--- config.mk ---
export PLATFORM = sky130hd
export DESIGN_NAME = octree_sram_burst_ctrl
export DESIGN_NICKNAME = d
export VERILOG_FILES = /design/src/rtl/octree_pkg.sv /design/src/rtl/octree_sram_rd_fifo.sv /design/src/rtl/octree_sram_burst_ctrl.sv
export SDC_FILE = /design/constraint.sdc
export NUM_CORES = 1
export LEC_CHECK = 0
export BUFFER_PORTS_ARGS = -buffer_cell sky130_fd_sc_hd__buf_2
export CAP_MARGIN = 20
export CORE_MARGIN = 1.5
export CORE_UTILIZATION = 54
export DETAILED_ROUTE_END_ITERATION = 6
export MAX_ROUTING_LAYER = met4
export PLACE_DENSITY = 0.86
export RECOVER_POWER = 100
export SLEW_MARGIN = 10
export SYNTH_ARGS = -nofsm -noshare
export SYNTH_HDL_FRONTEND = slang
export SYNTH_SLANG_ARGS = --single-unit
--- constraint.sdc ---
create_clock -name clk -period 5.4 [get_ports clk]
set_input_delay 0.81 -clock clk [delete_from_list [all_inputs] [get_ports clk]]
set_output_delay 0.81 -clock clk [all_outputs]
set_load 0.02 [all_outputs]
--- src/rtl/octree_pkg.sv ---
// Shared definitions for the Octree local SRAM burst controller.
//   - SRAM geometry: word address width, word width and depth.
//   - Controller state encoding used by octree_sram_burst_ctrl.
package octree_pkg;

    localparam int ADDR_WIDTH = 10;
    localparam int DATA_WIDTH = 64;
    localparam int MEM_DEPTH  = 1 << ADDR_WIDTH;

    typedef enum logic [1:0] {
        IDLE  = 2'd0,
        WRITE = 2'd1,
        READ  = 2'd2
    } state_e;

endpackage

--- src/rtl/octree_sram_rd_fifo.sv ---
// Two-entry registered FIFO for the read return path.
//   clk, rst_n : clock, asynchronous active-low reset
//   push       : write push_data into the tail entry
//   pop        : discard the head entry (caller only pops when count != 0)
//   head       : head entry, driven straight from the storage registers
//   count      : number of valid entries (0..2)
module octree_sram_rd_fifo #(
    parameter int DATA_WIDTH = octree_pkg::DATA_WIDTH
) (
    input  logic                  clk,
    input  logic                  rst_n,
    input  logic                  push,
    input  logic [DATA_WIDTH-1:0] push_data,
    input  logic                  pop,
    output logic [DATA_WIDTH-1:0] head,
    output logic [1:0]            count
);

    logic [DATA_WIDTH-1:0] mem_q [2];
    logic                  wr_ptr_q;
    logic                  rd_ptr_q;

    always_ff @(posedge clk or negedge rst_n) begin
        if (!rst_n) begin
            mem_q[0] <= '0;
            mem_q[1] <= '0;
            wr_ptr_q <= 1'b0;
            rd_ptr_q <= 1'b0;
            count    <= 2'd0;
        end else begin
            if (push) begin
                mem_q[wr_ptr_q] <= push_data;
                wr_ptr_q        <= ~wr_ptr_q;
            end
            if (pop) begin
                rd_ptr_q <= ~rd_ptr_q;
            end
            case ({push, pop})
                2'b10:   count <= count + 2'd1;
                2'b01:   count <= count - 2'd1;
                default: count <= count;
            endcase
        end
    end

    // No bypass: a pushed word becomes visible the cycle after the push.
    assign head = mem_q[rd_ptr_q];

endmodule

--- src/rtl/octree_sram_burst_ctrl.sv ---
// Burst controller between the Octree traversal logic and its local SRAM.
//   cmd_*   : burst command (base word address, length-1, direction)
//   wr_*    : write-data stream, one SRAM write per handshake
//   rd_*    : read-data stream with backpressure and last-beat marker
//   done_o  : one-cycle pulse when a burst completes
//   sram_*  : single-port SRAM interface, read data returns one cycle
//             after the read request
module octree_sram_burst_ctrl #(
    parameter int ADDR_WIDTH = octree_pkg::ADDR_WIDTH,
    parameter int DATA_WIDTH = octree_pkg::DATA_WIDTH,
    parameter int LEN_WIDTH  = 10
) (
    input  logic                  clk,
    input  logic                  rst_n,
    input  logic                  cmd_valid_i,
    output logic                  cmd_ready_o,
    input  logic                  cmd_we_i,
    input  logic [ADDR_WIDTH-1:0] cmd_addr_i,
    input  logic [LEN_WIDTH-1:0]  cmd_len_i,
    input  logic                  wr_valid_i,
    output logic                  wr_ready_o,
    input  logic [DATA_WIDTH-1:0] wr_data_i,
    output logic                  rd_valid_o,
    input  logic                  rd_ready_i,
    output logic [DATA_WIDTH-1:0] rd_data_o,
    output logic                  rd_last_o,
    output logic                  done_o,
    output logic                  sram_req_o,
    output logic                  sram_we_o,
    output logic [ADDR_WIDTH-1:0] sram_addr_o,
    output logic [DATA_WIDTH-1:0] sram_wdata_o,
    input  logic [DATA_WIDTH-1:0] sram_rdata_i
);

    import octree_pkg::*;

    state_e                state_q, state_d;
    logic [ADDR_WIDTH-1:0] addr_q;
    logic [LEN_WIDTH-1:0]  len_q;
    logic [LEN_WIDTH-1:0]  beat_q;      // write beats accepted / read beats popped
    logic [LEN_WIDTH:0]    issue_q;     // read requests issued (can reach len+1)
    logic                  inflight_p1; // read request issued last cycle
    logic                  done_wr_p1;  // last write beat accepted last cycle

    logic                  cmd_hs;
    logic                  wr_hs;
    logic                  rd_pop;
    logic                  rd_issue;
    logic                  last_beat;
    logic [2:0]            occ;
    logic [1:0]            fifo_count;
    logic [DATA_WIDTH-1:0] fifo_head;

    assign cmd_hs    = cmd_valid_i & cmd_ready_o;
    assign wr_hs     = (state_q == WRITE) & wr_valid_i;
    assign rd_pop    = rd_valid_o & rd_ready_i;
    assign last_beat = (beat_q == len_q);

    // Occupancy the FIFO will see once the word in flight lands and the
    // current pop retires; only issue if that still leaves a free slot, so
    // a stalled consumer can never cause a returning word to be dropped.
    assign occ      = {1'b0, fifo_count} + {2'b00, inflight_p1} - {2'b00, rd_pop};
    assign rd_issue = (state_q == READ) && (issue_q <= {1'b0, len_q}) && (occ < 3'd2);

    always_comb begin
        state_d      = state_q;
        cmd_ready_o  = 1'b0;
        wr_ready_o   = 1'b0;
        sram_req_o   = 1'b0;
        sram_we_o    = 1'b0;
        sram_addr_o  = addr_q;
        sram_wdata_o = '0;
        case (state_q)
            IDLE: begin
                cmd_ready_o = 1'b1;
                if (cmd_valid_i) begin
                    state_d = cmd_we_i ? WRITE : READ;
                end
            end
            WRITE: begin
                wr_ready_o   = 1'b1;
                sram_req_o   = wr_valid_i;
                sram_we_o    = wr_valid_i;
                sram_wdata_o = wr_data_i;
                if (wr_hs && last_beat) begin
                    state_d = IDLE;
                end
            end
            READ: begin
                sram_req_o = rd_issue;
                if (rd_pop && last_beat) begin
                    state_d = IDLE;
                end
            end
            default: state_d = IDLE;
        endcase
    end

    assign rd_valid_o = (fifo_count != 2'd0);
    assign rd_data_o  = fifo_head;
    assign rd_last_o  = rd_valid_o & last_beat;
    // Write completion is reported a cycle late; read completion coincides
    // with the pop of the final beat.
    assign done_o     = done_wr_p1 | (rd_pop & rd_last_o);

    always_ff @(posedge clk or negedge rst_n) begin
        if (!rst_n) begin
            state_q     <= IDLE;
            addr_q      <= '0;
            len_q       <= '0;
            beat_q      <= '0;
            issue_q     <= '0;
            inflight_p1 <= 1'b0;
            done_wr_p1  <= 1'b0;
        end else begin
            state_q     <= state_d;
            inflight_p1 <= rd_issue;
            done_wr_p1  <= wr_hs & last_beat;
            if (cmd_hs) begin
                addr_q  <= cmd_addr_i;
                len_q   <= cmd_len_i;
                beat_q  <= '0;
                issue_q <= '0;
            end else begin
                // Address width sets the natural wrap at the top of the SRAM.
                if (wr_hs || rd_issue) begin
                    addr_q <= addr_q + 1'b1;
                end
                if (wr_hs || rd_pop) begin
                    beat_q <= beat_q + 1'b1;
                end
                if (rd_issue) begin
                    issue_q <= issue_q + 1'b1;
                end
            end
        end
    end

    // ---- read return stage: SRAM data lands in the FIFO one cycle after issue
    octree_sram_rd_fifo #(
        .DATA_WIDTH (DATA_WIDTH)
    ) u_rd_fifo (
        .clk       (clk),
        .rst_n     (rst_n),
        .push      (inflight_p1),
        .push_data (sram_rdata_i),
        .pop       (rd_pop),
        .head      (fifo_head),
        .count     (fifo_count)
    );

endmodule
==> results.yml, run 1 <==
sta:
  hold_viol_final: 0
  final.setup.tns_ps: 0
  setup_viol: 0
  min_period_ps: 4290
  max_freq_ghz: 0.2331
  rsz0062_at_grt: "false"
  period_share_pct: 79.45
  drv_slew: 420
  worst_pin_slew_ps: 3803
  fin_ws_ps: 1110
  slew-limit-headroom_pct: -153.5
  clock_skew_ps: 7.836
floorplanning:
  chipWidth_um: 129.8
  dieArea_sq_um: 16840
  num_io_pins: 299
  fp-row-count: 46
  core_region_area_sq_um: 15770
  start_util_pct: 55.03
  die_h_um: 129.8
hold_path:
  hold_start: "u_rd_fifo.mem_q[72]$_DFFE_PN0P_"
  holdPathStages: 1
  min_to: "u_rd_fifo.mem_q[72]$_DFFE_PN0P_"
  min_path_type: "reg2reg"
detailed_routing:
  first_iter_violations: 304
  wl_per_cell_um: 17.37
  drc: 0
  ant_nets: 0
  vias: 6411
  dr.pass1.iters: 4
  postRouteWirelength_um: 21370
  vias_per_cell: 5.212
final_layout:
  nets: 1170
  fillCellCount: 1208
  drive_above_1_share_pct: 41.39
  final_common_cell: "mux2_2"
  area_growth_pct: 24.19
  final_cell_mix: "mux2_2 (190), buf_2 (188), dfrtp_1 (177), clkbuf_1 (118), nand2_1 (35)"
  final_util_pct: 68.34
  layout.area.seq_sq_um: 4429
  layout.cells.non_filler: 1230
  multi_input_area_sq_um: 4029
grt:
  grt_usage_pct: 25.25
  grt_max_degree: 101
  grt_pass1_wl_um: 31960
  antenna_found_initial: 4
  grt_overflow: 0
  grt_pass1_vias: 6183
synth:
  synth_edf_count: 0
  synth_compound_area_share_pct: 3.417
  yosys_register_bits: 177
  postSynthCellCount: 705
  synth.area.top_cells: "dfrtp_1 (51%), mux2_2 (25%), and2_1 (4.8%)"
  synth-simple-area-share_pct: 11.36
  synth.mux.area_fraction_pct: 25.14
  synth_fa_ha_area_share_pct: 2.826
  yosys_warnings: 0
  yosys.area.top_type: "dfrtp_1"
  synthXorXnorAreaFrac_pct: 3.835
  syn_nets: 878
  yosysTopAreaCellShare_pct: 51.04
  syn_area_sq_um: 8678
  avgSynthCellArea_sq_um: 12.31
  synth_top_family_by_area: "multiplexers"
  synthArstFlopShare_pct: 100.0
  synthDistinctLibCells: 46
  seq_area_frac_synth_pct: 51.04
  synthFlopType: "dfrtp_1"
clock_network:
  cts-root-buf: "clkbuf_16"
  htree_num_levels: 4
  post_cts_resized: 0
  clock-sinks: 177
  clock_latency_ps: 430
  clk_path_buf_depth: 2
  cts_tree: "yes"
  clk_pin_slew_ps: 70
  hold_buffers: 0
  cts_setup_buffers: 0
  cts_made_buffers: 17
run_status:
  violations: "max-capacitance violations, max-slew violations"
  status: "complete, but fails checks"
setup_path:
  r2r-end: "u_rd_fifo.mem_q[92]$_DFFE_PN0P_"
  worstSetupPathType: "reg2out"
  worstPathCellList: "o21ai_0 -> inv_1 -> ha_1 -> nand2b_1 -> fa_1 -> xnor2_1 -> a31o_2 -> o31a_2 -> and3_1 -> clkbuf_1"
  crit_family: "compound AO/OA/AOI/OAI gates"
  startpoint: "u_rd_fifo.count[1]$_DFFE_PN0P_"
  cp-end-kind: "output pin"
  critPathMaxStageDelay_ps: 550
  crit_buf_inv: 2
  worstPathRequired_ps: 4590
  r2r_cells: 4
  reg2reg_from: "inflight_p1$_DFF_PN0_"
  cp-start-kind: "flop"
  cp_slowest_cell: "o21ai_0"
  arrival_ps: 3480
  r2r_setup_slack_ps: 1160
  critPathMaxFanout: 7
pwr:
  leakagePower_uw: 0.005060
  peakVddDrop_mv: 0.2579
  powerDensity_nw_per_um2: 599.3
placed_design:
  port-buffer-count: 298
  detailedPlace.worstSlack_ps: 1528
  hpwl_um: 15090
  place_congestion: 0.8291
  dp_cells: 1193
run:
  drv_cap: 7
[report_power, final]
group          switching (uW)  internal (uW)
Combinational            1670           1300
Clock                     556            654
Sequential                369           1910
Total                    2600           3860
[cells in the mapped netlist (all sizes together) (2+ instances only)]
cell / number
nand2b: 2
a31oi: 2
nand3: 15
mux2i: 2
nor4: 2
a32o: 2
or2: 3
a21oi: 9
or3: 2
and3: 11
nand4b: 2
nor2: 23
or4: 2
ha: 18
dfrtp: 177
buf: 6
o21ai: 20
nor2b: 2
clkbuf: 27
xnor2: 9
nand4: 9
nand2: 36
and4: 2
o211ai: 3
mux2: 192
xor2: 29
and2: 66
inv: 20
[per-stage QoR]
| stage | hold slack [ps] | total power (uW) | area (sq um) |
|---|---|---|---|
| global placement | 479.9 | 5202 | 10380 |
| detailed placement | 488.1 | 5324 | 10380 |
| CTS | 504.2 | 6561 | 10960 |
| finish | 503.6 | 6459 | 10780 |
| floorplan | 461.3 | 4392 | 8678 |
| global route | 518.0 | 6809 | 10780 |
[state kept, by name, indices dropped and copies added, names as in the netlist]
signal and cells:
u_rd_fifo.count 2, beat_q 10, state_q 2, sram_addr_o 10, u_rd_fifo.wr_ptr_q 1, issue_q 11, u_rd_fifo.mem_q 128, len_q 10
done_wr_p1 1, inflight_p1 1, u_rd_fifo.rd_ptr_q 1
[how the worst max path moves through the flow]
stage / to / slack [ps] / cells past startpoint
2_1_floorplan: sram_req_o / 1900 / 9
3_3_place_gp: sram_req_o / 1610 / 11
3_5_place_dp: sram_req_o / 1530 / 11
4_1_cts: sram_req_o / 1390 / 10
5_1_grt: u_rd_fifo.mem_q[26]$_DFFE_PN0P_ / 740 / 2
6_report: sram_req_o / 1110 / 10
[layout make-up]
cell class,count,area share (%)
clock buffers,19,4.017
multi-input cells,475,37.38
repair buffers,306,12.86
clock inverters,13,1.347
well taps,216,2.508
diodes,4,0.09287
inverters,20,0.6965
flip-flops and latches,177,41.10
[cell families after synthesis]
kind of cell / after synthesis
muxes: 194
buffers and inverters: 53
adders and majority gates: 19
DFF: 177
and+or+nand+nor: 179
xor gates and xnor gates: 38
AOI/OAI and AO/OA: 45
[routing by layer]
layer / track usage (%) / up-vias / routed length, um
li1: - / 3045 / -
met4: 6.536 / 0 / 276
met1: 33.61 / 3162 / 9623
met5: - / - / 0
met3: 6.478 / 25 / 1259
met2: 38.84 / 179 / 10210
(Power assumes the default switching activity.)
==> run 2, diff against run 1 <==
- ABC_AREA: unset -> 1
- CORE_UTILIZATION: 54 -> 51
- PLACE_DENSITY: 0.86 -> 0.82
- clock period: 5.4 -> 4.12 ns (I/O delays scaled with it)
==> run 2 against run 1 <==
Critical path type unchanged. The run still ends with max-capacitance violations, max-slew violations left. Synthesized cell count rose by 72%. Routed wire length rose by 15%. Critical endpoint unchanged. Combinational power rose by 38%. Clock power rose by 42%. Critical path depth rose by 2. Hold slack got worse by 92 ps. Core utilization fell by 4.3 points. Final cell count rose by 40%.
==> results.yml, run 2 <==
sta:
  period_share_pct: 93.31
  slew-limit-headroom_pct: -88.46
  setup_viol: 0
  holdWs_ps: 411.2
  rsz0062_at_grt: "false"
  hold_viol_final: 0
  clock_skew_ps: 6.943
  max_freq_ghz: 0.2601
  drv_slew: 253
  worst_pin_slew_ps: 2827
  fin_ws_ps: 275.8
  min_period_ps: 3844
  final.setup.tns_ps: 0
run_status:
  violations: "max-capacitance violations, max-slew violations"
  status: "complete, but fails checks"
synth:
  avgSynthCellArea_sq_um: 7.434
  synth_compound_area_share_pct: 9.524
  synth_fa_ha_area_share_pct: 2.717
  postSynthCellCount: 1214
  yosys_warnings: 0
  synth.most_common_cell: "nand2_1"
  synth_top_family_by_area: "simple AND/OR/NAND/NOR gates"
  synth_edf_count: 0
  synthXorXnorAreaFrac_pct: 1.747
  yosys_register_bits: 177
  synthFlopType: "dfrtp_1"
  synth.area.top_cells: "dfrtp_1 (49%), nand2_1 (21%), o21ai_0 (8.3%)"
  synthDistinctLibCells: 36
  seq_area_frac_synth_pct: 49.08
  syn_nets: 1387
  synth_common_cells: "nand2_1 (503), dfrtp_1 (177), inv_1 (167), o21ai_0 (150), clkbuf_1 (50)"
  synth.mux.area_fraction_pct: 0
  yosysTopAreaCellShare_pct: 49.08
  synthArstFlopShare_pct: 100.0
  yosys.area.top_type: "dfrtp_1"
  synth-simple-area-share_pct: 26.95
  syn_area_sq_um: 9025
clock_network:
  clock_latency_ps: 420
  clk_path_buf_depth: 2
  cts-root-buf: "clkbuf_16"
  clock-sinks: 177
  cts_made_buffers: 17
  clk_pin_slew_ps: 70
  cts_setup_buffers: 0
  post_cts_resized: 0
  hold_buffers: 0
  htree_num_levels: 4
  cts_tree: "yes"
pwr:
  pwr-share-seq_pct: 33.9
  p_clk_share_pct: 19.5
  leakagePower_uw: 0.006367
  powerDensity_nw_per_um2: 795.8
  switching_share_pct: 45.83
  combPwrFrac_pct: 46.6
  switchingPower_uw: 4043
  power.internal_uw: 4779
  peakVddDrop_mv: 0.8063
  total_power_uw: 8821
final_layout:
  layout.cells.non_filler: 1725
  layout.area.seq_sq_um: 4431
  final_common_cell: "nand2_1"
  fillCellCount: 1543
  largest_reg_flops: 128
  largest_register: "u_rd_fifo.mem_q"
  final_cell_mix: "nand2_1 (504), dfrtp_1 (176), inv_1 (170), buf_2 (155), o21ai_0 (150)"
  nets: 1656
  drive_above_1_share_pct: 13.98
  multi_input_area_sq_um: 3680
  area_growth_pct: 22.82
  top_regs: "u_rd_fifo.mem_q: 128 flops, issue_q: 11 flops"
setup_path:
  worstPathRequired_ps: 3500
  r2r_cells: 3
  r2r-end: "u_rd_fifo.mem_q[24]$_DFFE_PN0P_"
  cp-end-kind: "output pin"
  critPathMaxFanout: 4
  r2r_setup_slack_ps: 600
  arrival_ps: 3230
  reg2reg_from: "inflight_p1$_DFF_PN0_"
  worstSetupPathType: "reg2out"
  cp-start-kind: "flop"
detailed_routing:
  vias_per_cell: 4.975
  postRouteWirelength_um: 24600
  ant_nets: 0
  first_iter_violations: 551
  wl_per_cell_um: 14.26
  vias: 8582
  dr.pass1.iters: 6
  drc: 0
placed_design:
  hpwl_um: 17120
  place_congestion: 0.8354
  dp_cells: 1687
  port-buffer-count: 298
  detailedPlace.worstSlack_ps: 658.6
grt:
  grt_overflow: 0
  grt_max_degree: 113
  antenna_found_initial: 5
  grt_pass1_vias: 7793
  grt_pass1_wl_um: 38150
  grt_usage_pct: 27.07
floorplanning:
  fp-row-count: 48
  num_io_pins: 299
  die_h_um: 136.0
  start_util_pct: 52.18
  chipWidth_um: 136.0
  core_region_area_sq_um: 17300
  dieArea_sq_um: 18500
hold_path:
  hold_start: "cmd_len_i[4]"
  holdPathStages: 3
  min_path_type: "in2reg"
  min_to: "len_q[4]$_DFFE_PN0P_"
run:
  drv_cap: 4
## run 2: cell count changes after synthesis, moves of 8 or more
cell | previous run | this run
nand2_1 | 35 | 503
mux2_2 | 192 | 0
inv_1 | 20 | 167
o21ai_0 | 19 | 150
and2_1 | 66 | 0
clkbuf_1 | 27 | 50
nand3_1 | 14 | 35
xor2_1 | 29 | 14
and3_1 | 11 | 1
nor2_1 | 23 | 13
nand4_1 | 9 | 17
## run 2: power by group through the flow
stage          clock network, uW  registers (uW)  logic, uW
2_1_floorplan                  0            2940       2920
3_3_place_gp                   0            2960       4170
3_5_place_dp                   0            2990       4270
5_1_grt                     1830            3080       4610
6_report                    1720            2990       4110
4_1_cts                     1740            2980       4300
## run 2: worst max-delay path: stages, from the launching register on
cell      delay [ps]
dfrtp_1          400
inv_1            140
nand2_1          100
nand2_1          110
inv_1            100
ha_1             290
or2_2            310
fa_1             480
nand2_1           60
nor3b_1          350
nand2_4           80
a21boi_0         170
clkbuf_2         210
## run 2: metal layers
metal,global-route usage [%],vias up,wire length [um]
met5,-,-,0
met4,10.22,0,664
met3,7.383,40,1806
met2,43.74,312,11890
met1,32.40,3957,10250
li1,-,4273,-
## run 2: final cells by class
type                       count  area share [%]
clock inverter                12           1.625
sequential                   177           39.97
multi-input combinational    804           33.20
antenna                        5          0.1129
tap                          225           2.540
timing repair buffer         311           12.63
clock buffer                  19           4.086
inverter                     172           5.836
## run 2: logic make-up (layout without fill, tap and decap cells)
family / Yosys count / in the layout
AO/OA/AOI/OAI: 169 / 169
flip-flops: 177 / 177
other: 0 / 5
buffers and inverters: 233 / 514
adder cells (fa/ha/maj): 19 / 19
AND/OR/NAND/NOR: 598 / 598
XOR/XNOR: 18 / 18
## run 2: how the worst max path moves through the flow
stage	from	endpoint	depth (start not counted)
after CTS	u_rd_fifo.count[1]$_DFFE_PN0P_	sram_req_o	12
final	u_rd_fifo.count[1]$_DFFE_PN0P_	sram_req_o	12
after global placement	rd_ready_i	sram_req_o	11
after global routing	u_rd_fifo.count[1]$_DFFE_PN0P_	sram_req_o	12
after floorplan	u_rd_fifo.count[1]$_DFFE_PN0P_	sram_req_o	11
after detailed placement	rd_ready_i	sram_req_o	11
## run 2: metrics by stage
step / instance area [sq um] / util (%)
floorplan: 9025 / -
global placement: 10650 / 61.56
detailed placement: 10650 / 61.56
CTS: 11280 / 65.22
global route: 11080 / 64.08
finish: 11080 / 64.08
